### src/rtl/cache_mem_arbiter.sv
// Shares one multi-cycle main memory between the I-cache and D-cache miss paths.
// Latency: block fill takes 14 cycles from request to the cycle after done; a store takes 3.
// Backpressure: losers are held off through their stall outputs; D-side always wins a tie.
module cache_mem_arbiter #(
   parameter int BLOCK_WORDS = 8,
   parameter int ADDR_W      = 16
) (
   input  logic                           clk,
   input  logic                           rst,
   input  logic                           icache_req,
   input  logic [ADDR_W-1:0]              icache_addr,
   input  logic                           dcache_req,
   input  logic                           dcache_wr,
   input  logic [ADDR_W-1:0]              dcache_addr,
   input  logic [15:0]                    dcache_wdata,
   output logic                           mem_en,
   output logic                           mem_wr,
   output logic [ADDR_W-1:0]              mem_addr,
   output logic [15:0]                    mem_wdata,
   input  logic [15:0]                    mem_rdata,
   input  logic                           mem_data_valid,
   output logic [15:0]                    fill_data,
   output logic [$clog2(BLOCK_WORDS)-1:0] fill_word,
   output logic                           icache_fill_we,
   output logic                           dcache_fill_we,
   output logic                           icache_done,
   output logic                           dcache_done,
   output logic                           icache_stall,
   output logic                           dcache_stall,
   output logic                           busy
);

   // Word index width, counter width (one extra bit so it can hold BLOCK_WORDS),
   // and width of the block base (address minus word index and byte-in-word bit).
   localparam int WB     = $clog2(BLOCK_WORDS);
   localparam int CW     = WB + 1;
   localparam int BASE_W = ADDR_W - WB - 1;
   localparam logic [CW-1:0] CNT_FULL = CW'(BLOCK_WORDS);
   localparam logic [CW-1:0] CNT_LAST = CW'(BLOCK_WORDS - 1);

   typedef enum logic [1:0] {
      S_IDLE  = 2'd0,
      S_FILL  = 2'd1,
      S_WRITE = 2'd2,
      S_DONE  = 2'd3
   } state_t;

   state_t              state_q, state_d;
   logic                owner_d_q, owner_d_d;   // 1 = D-cache owns the transaction
   logic [BASE_W-1:0]   base_q, base_d;
   logic [CW-1:0]       ic_q, ic_d;             // reads issued
   logic [CW-1:0]       rc_q, rc_d;             // returns accepted
   logic                fill_acc;

   // Only the block-select bits of the miss addresses are needed for a fill.
   logic unused_addr_bits;
   assign unused_addr_bits = ^{icache_addr[WB:0], dcache_addr[WB:0]};

   // A return is accepted only while filling and before the block is complete;
   // anything else on mem_data_valid is a stale or spurious return.
   assign fill_acc = (state_q == S_FILL) && mem_data_valid && (rc_q < CNT_FULL);

   // State, owner, captured base and counters.
   always_ff @(posedge clk or posedge rst) begin
      if (rst) begin
         state_q   <= S_IDLE;
         owner_d_q <= 1'b0;
         base_q    <= '0;
         ic_q      <= '0;
         rc_q      <= '0;
      end else begin
         state_q   <= state_d;
         owner_d_q <= owner_d_d;
         base_q    <= base_d;
         ic_q      <= ic_d;
         rc_q      <= rc_d;
      end
   end

   // Grant arbitration (D before I) and transaction sequencing.
   always_comb begin
      state_d   = state_q;
      owner_d_d = owner_d_q;
      base_d    = base_q;
      ic_d      = ic_q;
      rc_d      = rc_q;
      case (state_q)
         S_IDLE: begin
            if (dcache_req) begin
               state_d   = dcache_wr ? S_WRITE : S_FILL;
               owner_d_d = 1'b1;
               base_d    = dcache_addr[ADDR_W-1:WB+1];
               ic_d      = '0;
               rc_d      = '0;
            end else if (icache_req) begin
               state_d   = S_FILL;
               owner_d_d = 1'b0;
               base_d    = icache_addr[ADDR_W-1:WB+1];
               ic_d      = '0;
               rc_d      = '0;
            end
         end
         S_FILL: begin
            if (ic_q < CNT_FULL) begin
               ic_d = ic_q + 1'b1;
            end
            if (fill_acc) begin
               rc_d = rc_q + 1'b1;
               if (rc_q == CNT_LAST) begin
                  state_d = S_DONE;
               end
            end
         end
         S_WRITE: begin
            state_d   = S_DONE;
            owner_d_d = 1'b1;
         end
         S_DONE: begin
            state_d = S_IDLE;
         end
         default: begin
            state_d = S_IDLE;
         end
      endcase
   end

   // Memory strobes, fill writes and done pulses decoded from state and counters.
   always_comb begin
      mem_en         = 1'b0;
      mem_wr         = 1'b0;
      mem_addr       = '0;
      mem_wdata      = '0;
      fill_word      = '0;
      icache_fill_we = 1'b0;
      dcache_fill_we = 1'b0;
      icache_done    = 1'b0;
      dcache_done    = 1'b0;
      case (state_q)
         S_FILL: begin
            if (ic_q < CNT_FULL) begin
               mem_en   = 1'b1;
               mem_addr = {base_q, ic_q[WB-1:0], 1'b0};
            end
            if (fill_acc) begin
               fill_word      = rc_q[WB-1:0];
               icache_fill_we = ~owner_d_q;
               dcache_fill_we = owner_d_q;
            end
         end
         S_WRITE: begin
            mem_en    = 1'b1;
            mem_wr    = 1'b1;
            mem_addr  = dcache_addr;
            mem_wdata = dcache_wdata;
         end
         S_DONE: begin
            icache_done = ~owner_d_q;
            dcache_done = owner_d_q;
         end
         default: begin
         end
      endcase
   end

   assign fill_data    = mem_rdata;
   assign icache_stall = icache_req & ~icache_done;
   assign dcache_stall = dcache_req & ~dcache_done;
   assign busy         = (state_q != S_IDLE);

endmodule

### config.mk
export PLATFORM = sky130hd
export DESIGN_NAME = cache_mem_arbiter
export DESIGN_NICKNAME = d
export VERILOG_FILES = /design/src/rtl/cache_mem_arbiter.sv
export SDC_FILE = /design/constraint.sdc
export NUM_CORES = 1
export LEC_CHECK = 0
export CORE_MARGIN = 4
export CORE_UTILIZATION = 34
export DETAILED_ROUTE_END_ITERATION = 7
export PLACE_DENSITY = 0.82
export SLEW_MARGIN = 20
export SYNTH_ARGS = -nofsm -noshare
export SYNTH_HDL_FRONTEND = slang
export SYNTH_SLANG_ARGS = --single-unit
### constraint.sdc
create_clock -name clk -period 2 [get_ports clk]
set_input_delay 0.4 -clock clk [delete_from_list [all_inputs] [get_ports clk]]
set_output_delay 0.4 -clock clk [all_outputs]
set_load 0.01 [all_outputs]
==> results of run 1 <==
state kept, by name, indices dropped and copies added (netlist names):
register	cells
state_q	2
ic_q	4
rc_q	4
base_q	12
owner_d_q	1
through the flow:
step / worst slack [ns] / instances
2_1_floorplan: 0.180 / 205
3_3_place_gp: -0.209 / 361
3_5_place_dp: -0.193 / 361
4_1_cts: -0.0702 / 373
5_1_grt: -0.0972 / 378
6_report: -0.00501 / 378
what timing repair did:
item                       4_1_cts  5_1_grt
gates resized for setup        120       30
setup buffers                    7        7
gates cloned                     1        0
pin swaps                        2       12
setup endpoints to repair       44       28
placed cells by master (no fill, tap or decap), drive strengths merged:
cell type	Yosys	routed
a211o	1	1
a211oi	1	1
a21oi	6	6
a22o	1	1
a22oi	15	15
a41oi	1	1
and2	21	21
buf	23	59
clkbuf	5	5
clkdlybuf4s15	0	7
clkdlybuf4s50	0	49
clkinv	1	1
dfrtp	23	23
dlygate4sd2	0	12
dlymetal6s2s	0	1
ha	6	6
inv	6	7
mux2	2	2
mux2i	14	14
nand2	18	18
nand2b	2	2
nand3	1	1
nand3b	1	1
nand4	1	1
nand4b	1	1
nor2	25	25
nor2b	3	3
nor3	4	4
nor3b	2	2
o21ai	20	20
or2	1	1
cell type report:
type | instances | area (sq um)
multi-input cells | 147 | 1010
clock buffers | 3 | 41.3
flip-flops and latches | 23 | 576
well taps | 67 | 83.8
clock inverters | 1 | 5.00
fillers | 445 | 1920
repair buffers | 130 | 1150
inverters | 7 | 31.3
power by group through the flow:
| stage | Clock, mW | Combinational (mW) | Sequential [mW] |
|---|---|---|---|
| 6_report | 0.292 | 2.62 | 0.821 |
| 5_1_grt | 0.318 | 2.89 | 0.843 |
| 4_1_cts | 0.305 | 2.41 | 0.807 |
| 3_5_place_dp | 0 | 2.40 | 0.810 |
| 3_3_place_gp | 0 | 2.36 | 0.796 |
| 2_1_floorplan | 0 | 1.26 | 0.771 |
per-layer routing:
metal	global-route usage, %	share of wire [%]	up-vias	routed length [um]
met2	32.4	51	71	2740
met1	18.4	39	836	2120
met5	0	0	-	0
met3	4.08	9.8	6	531
met4	2.58	0.46	0	25
li1	-	-	890	-
worst paths after layout:
kind | startpoint | end | cells past startpoint
max | state_q[1]$_DFFE_PP0P_ | mem_addr[13] | 9
min | rst | base_q[0]$_DFFE_PP0P_ | 3
max reg2reg | state_q[1]$_DFFE_PP0P_ | rc_q[2]$_DFFE_PP0P_ | 11
min reg2reg | base_q[5]$_DFFE_PP0P_ | base_q[5]$_DFFE_PP0P_ | 2
max in group asynchronous | rst | rc_q[3]$_DFFE_PP0P_ | 3
min in group clk | base_q[5]$_DFFE_PP0P_ | base_q[5]$_DFFE_PP0P_ | 2
cell families (layout without fill, tap and decap cells):
| family | after synthesis | count (layout) | share of synthesized area [%] |
|---|---|---|---|
| compound gates | 45 | 45 | 16.3 |
| fa+ha+maj | 6 | 6 | 4.36 |
| buf+inv | 35 | 141 | 12.3 |
| flops | 23 | 23 | 33.5 |
| mux | 16 | 16 | 9.67 |
| simple gates | 80 | 80 | 23.9 |
worst max-delay path, cell delays in order, from the launching register on:
cell	delay (ns)
dfrtp_1	0.42
inv_2	0.09
ha_4	0.16
inv_6	0.04
nor2_4	0.12
buf_6	0.14
buf_6	0.09
a22oi_1	0.05
nor2_1	0.10
buf_2	0.14
==> out/results.ini, run 1 <==
[status]
outcome = finished, violations left
violations = negative setup slack

[power]
seqPwrFrac_pct = 22.0
intPower_mw = 2.17
switchingPower_mw = 1.56
p_leak_nw = 1.40
pwr-share-comb_pct = 70.2
p_clk_share_pct = 7.8
p_sw_share_pct = 41.8
p_total_mw = 3.73
pwr_density_cell_mw_per_mm2 = 1290
peakVddDrop_mv = 0.640

[floorplanning]
fp-row-count = 25
start_util_pct = 35.7
die_h_um = 79.1
ioPinCount = 130
die-area_sq_mm = 0.00626
core_sq_mm = 0.00482
die_w_um = 79.1

[drt]
drt-total-wl_um = 5420
drc_errors = 0
firstDrtPassIters = 4
ant_nets = 0
vias_per_cell = 4.77
routedWlPerCell_um = 14.3
vias = 1803
drt_first_iter_violations = 62

[placed_design]
port_buffers = 93
gp_congestion = 0.759
place_area_sq_mm = 0.00276
place_hpwl_um = 4100

[global_routing]
grt_first_pass_wirelength_um = 8530
grt_max_degree = 25
grt_pass1_vias = 1857
grt_antenna_before_repair = 0
grt_overflow = 0
globalRouteTotalUtil_pct = 16.7

[synthesis]
syn-cell-area_sq_mm = 0.00172
synth-seq-cells = 23
synth_area_leader_cell = dfrtp_1
ys_types = 35
syn-num-nets = 281
yosys_warnings = 0
synth_most_common_cell = nor2_1
synth_area_per_cell_sq_um = 8.39
synthTopCellsByArea = dfrtp_1 33%, mux2i_1 8.1%, buf_4 7.9%
synth.top_cells.by_count = 24 x nor2_1, 23 x dfrtp_1, 21 x and2_1, 18 x buf_4, 18 x nand2_1
ys.flop_type = dfrtp_1
seq_area_frac_synth_pct = 33.5
synth_edf_count = 0
async_flop_share_pct = 100
netlist.area_leader.share_pct = 33.5
synth_cells = 205

[sta]
fmax_mhz = 499
clock_skew_ns = 0.00424
setup_slack_ns = -0.00501
hold_violations = 0
slew_headroom_pct = 77.0
setup_viol = 2
whs_ns = 0.464
period_share_pct = 100
grt_setup_unrepaired = true
tightest_slew_ns = 0.345
period_needed_ns = 2.01
fin_tns_setup_ns = -0.00811
slew_viol_final = 0

[cts]
hold_buffers = 0
clock_sinks = 23
numCtsBuffers = 3
root_buffer = clkbuf_8
cts_tree = yes
htree_num_levels = 1
path_clk_slew_ns = 0.09
cts_buffer_depth = 2
insertion_delay_ns = 0.26

[finish]
utilization_pct = 60.1
nets = 388
diodes = 0
area_growth_pct = 68.1
post_route_cells_drive_above_1_share_pct = 27.7
finalInstanceArea_sq_mm = 0.00289

[worst_setup_path]
cp.arrival_ns = 1.61
ff2ff_setup_slack_ns = 0.15
cp.required_ns = 1.60
critPathLaunchType = register
cp_max_fo = 6
worst-setup-path-type = register to output port
crit_path_end_kind = output port

[worst_hold_path]
min_path_type = input port to async pin

[flow_run]
drv_cap = 0

Power figures use the tool's default switching activity.
==> inputs of run 2 (changes only) <==
--- a/config.mk
+++ b/config.mk
@@ -5,6 +5,7 @@
 export SDC_FILE = /design/constraint.sdc
 export NUM_CORES = 1
 export LEC_CHECK = 0
+export CAP_MARGIN = 20
 export CORE_MARGIN = 4
 export CORE_UTILIZATION = 34
 export DETAILED_ROUTE_END_ITERATION = 7
==> results of run 2 <==
Final layout, timing and power as in run 1 (identical DEF).
==> inputs of run 3 (changes only) <==
--- a/config.mk
+++ b/config.mk
@@ -9,6 +9,7 @@
 export CORE_MARGIN = 4
 export CORE_UTILIZATION = 34
 export DETAILED_ROUTE_END_ITERATION = 7
+export GPL_TIMING_DRIVEN = 1
 export PLACE_DENSITY = 0.82
 export SLEW_MARGIN = 20
 export SYNTH_ARGS = -nofsm -noshare
==> results of run 3 <==
Final layout, timing and power as in run 1 (identical DEF).
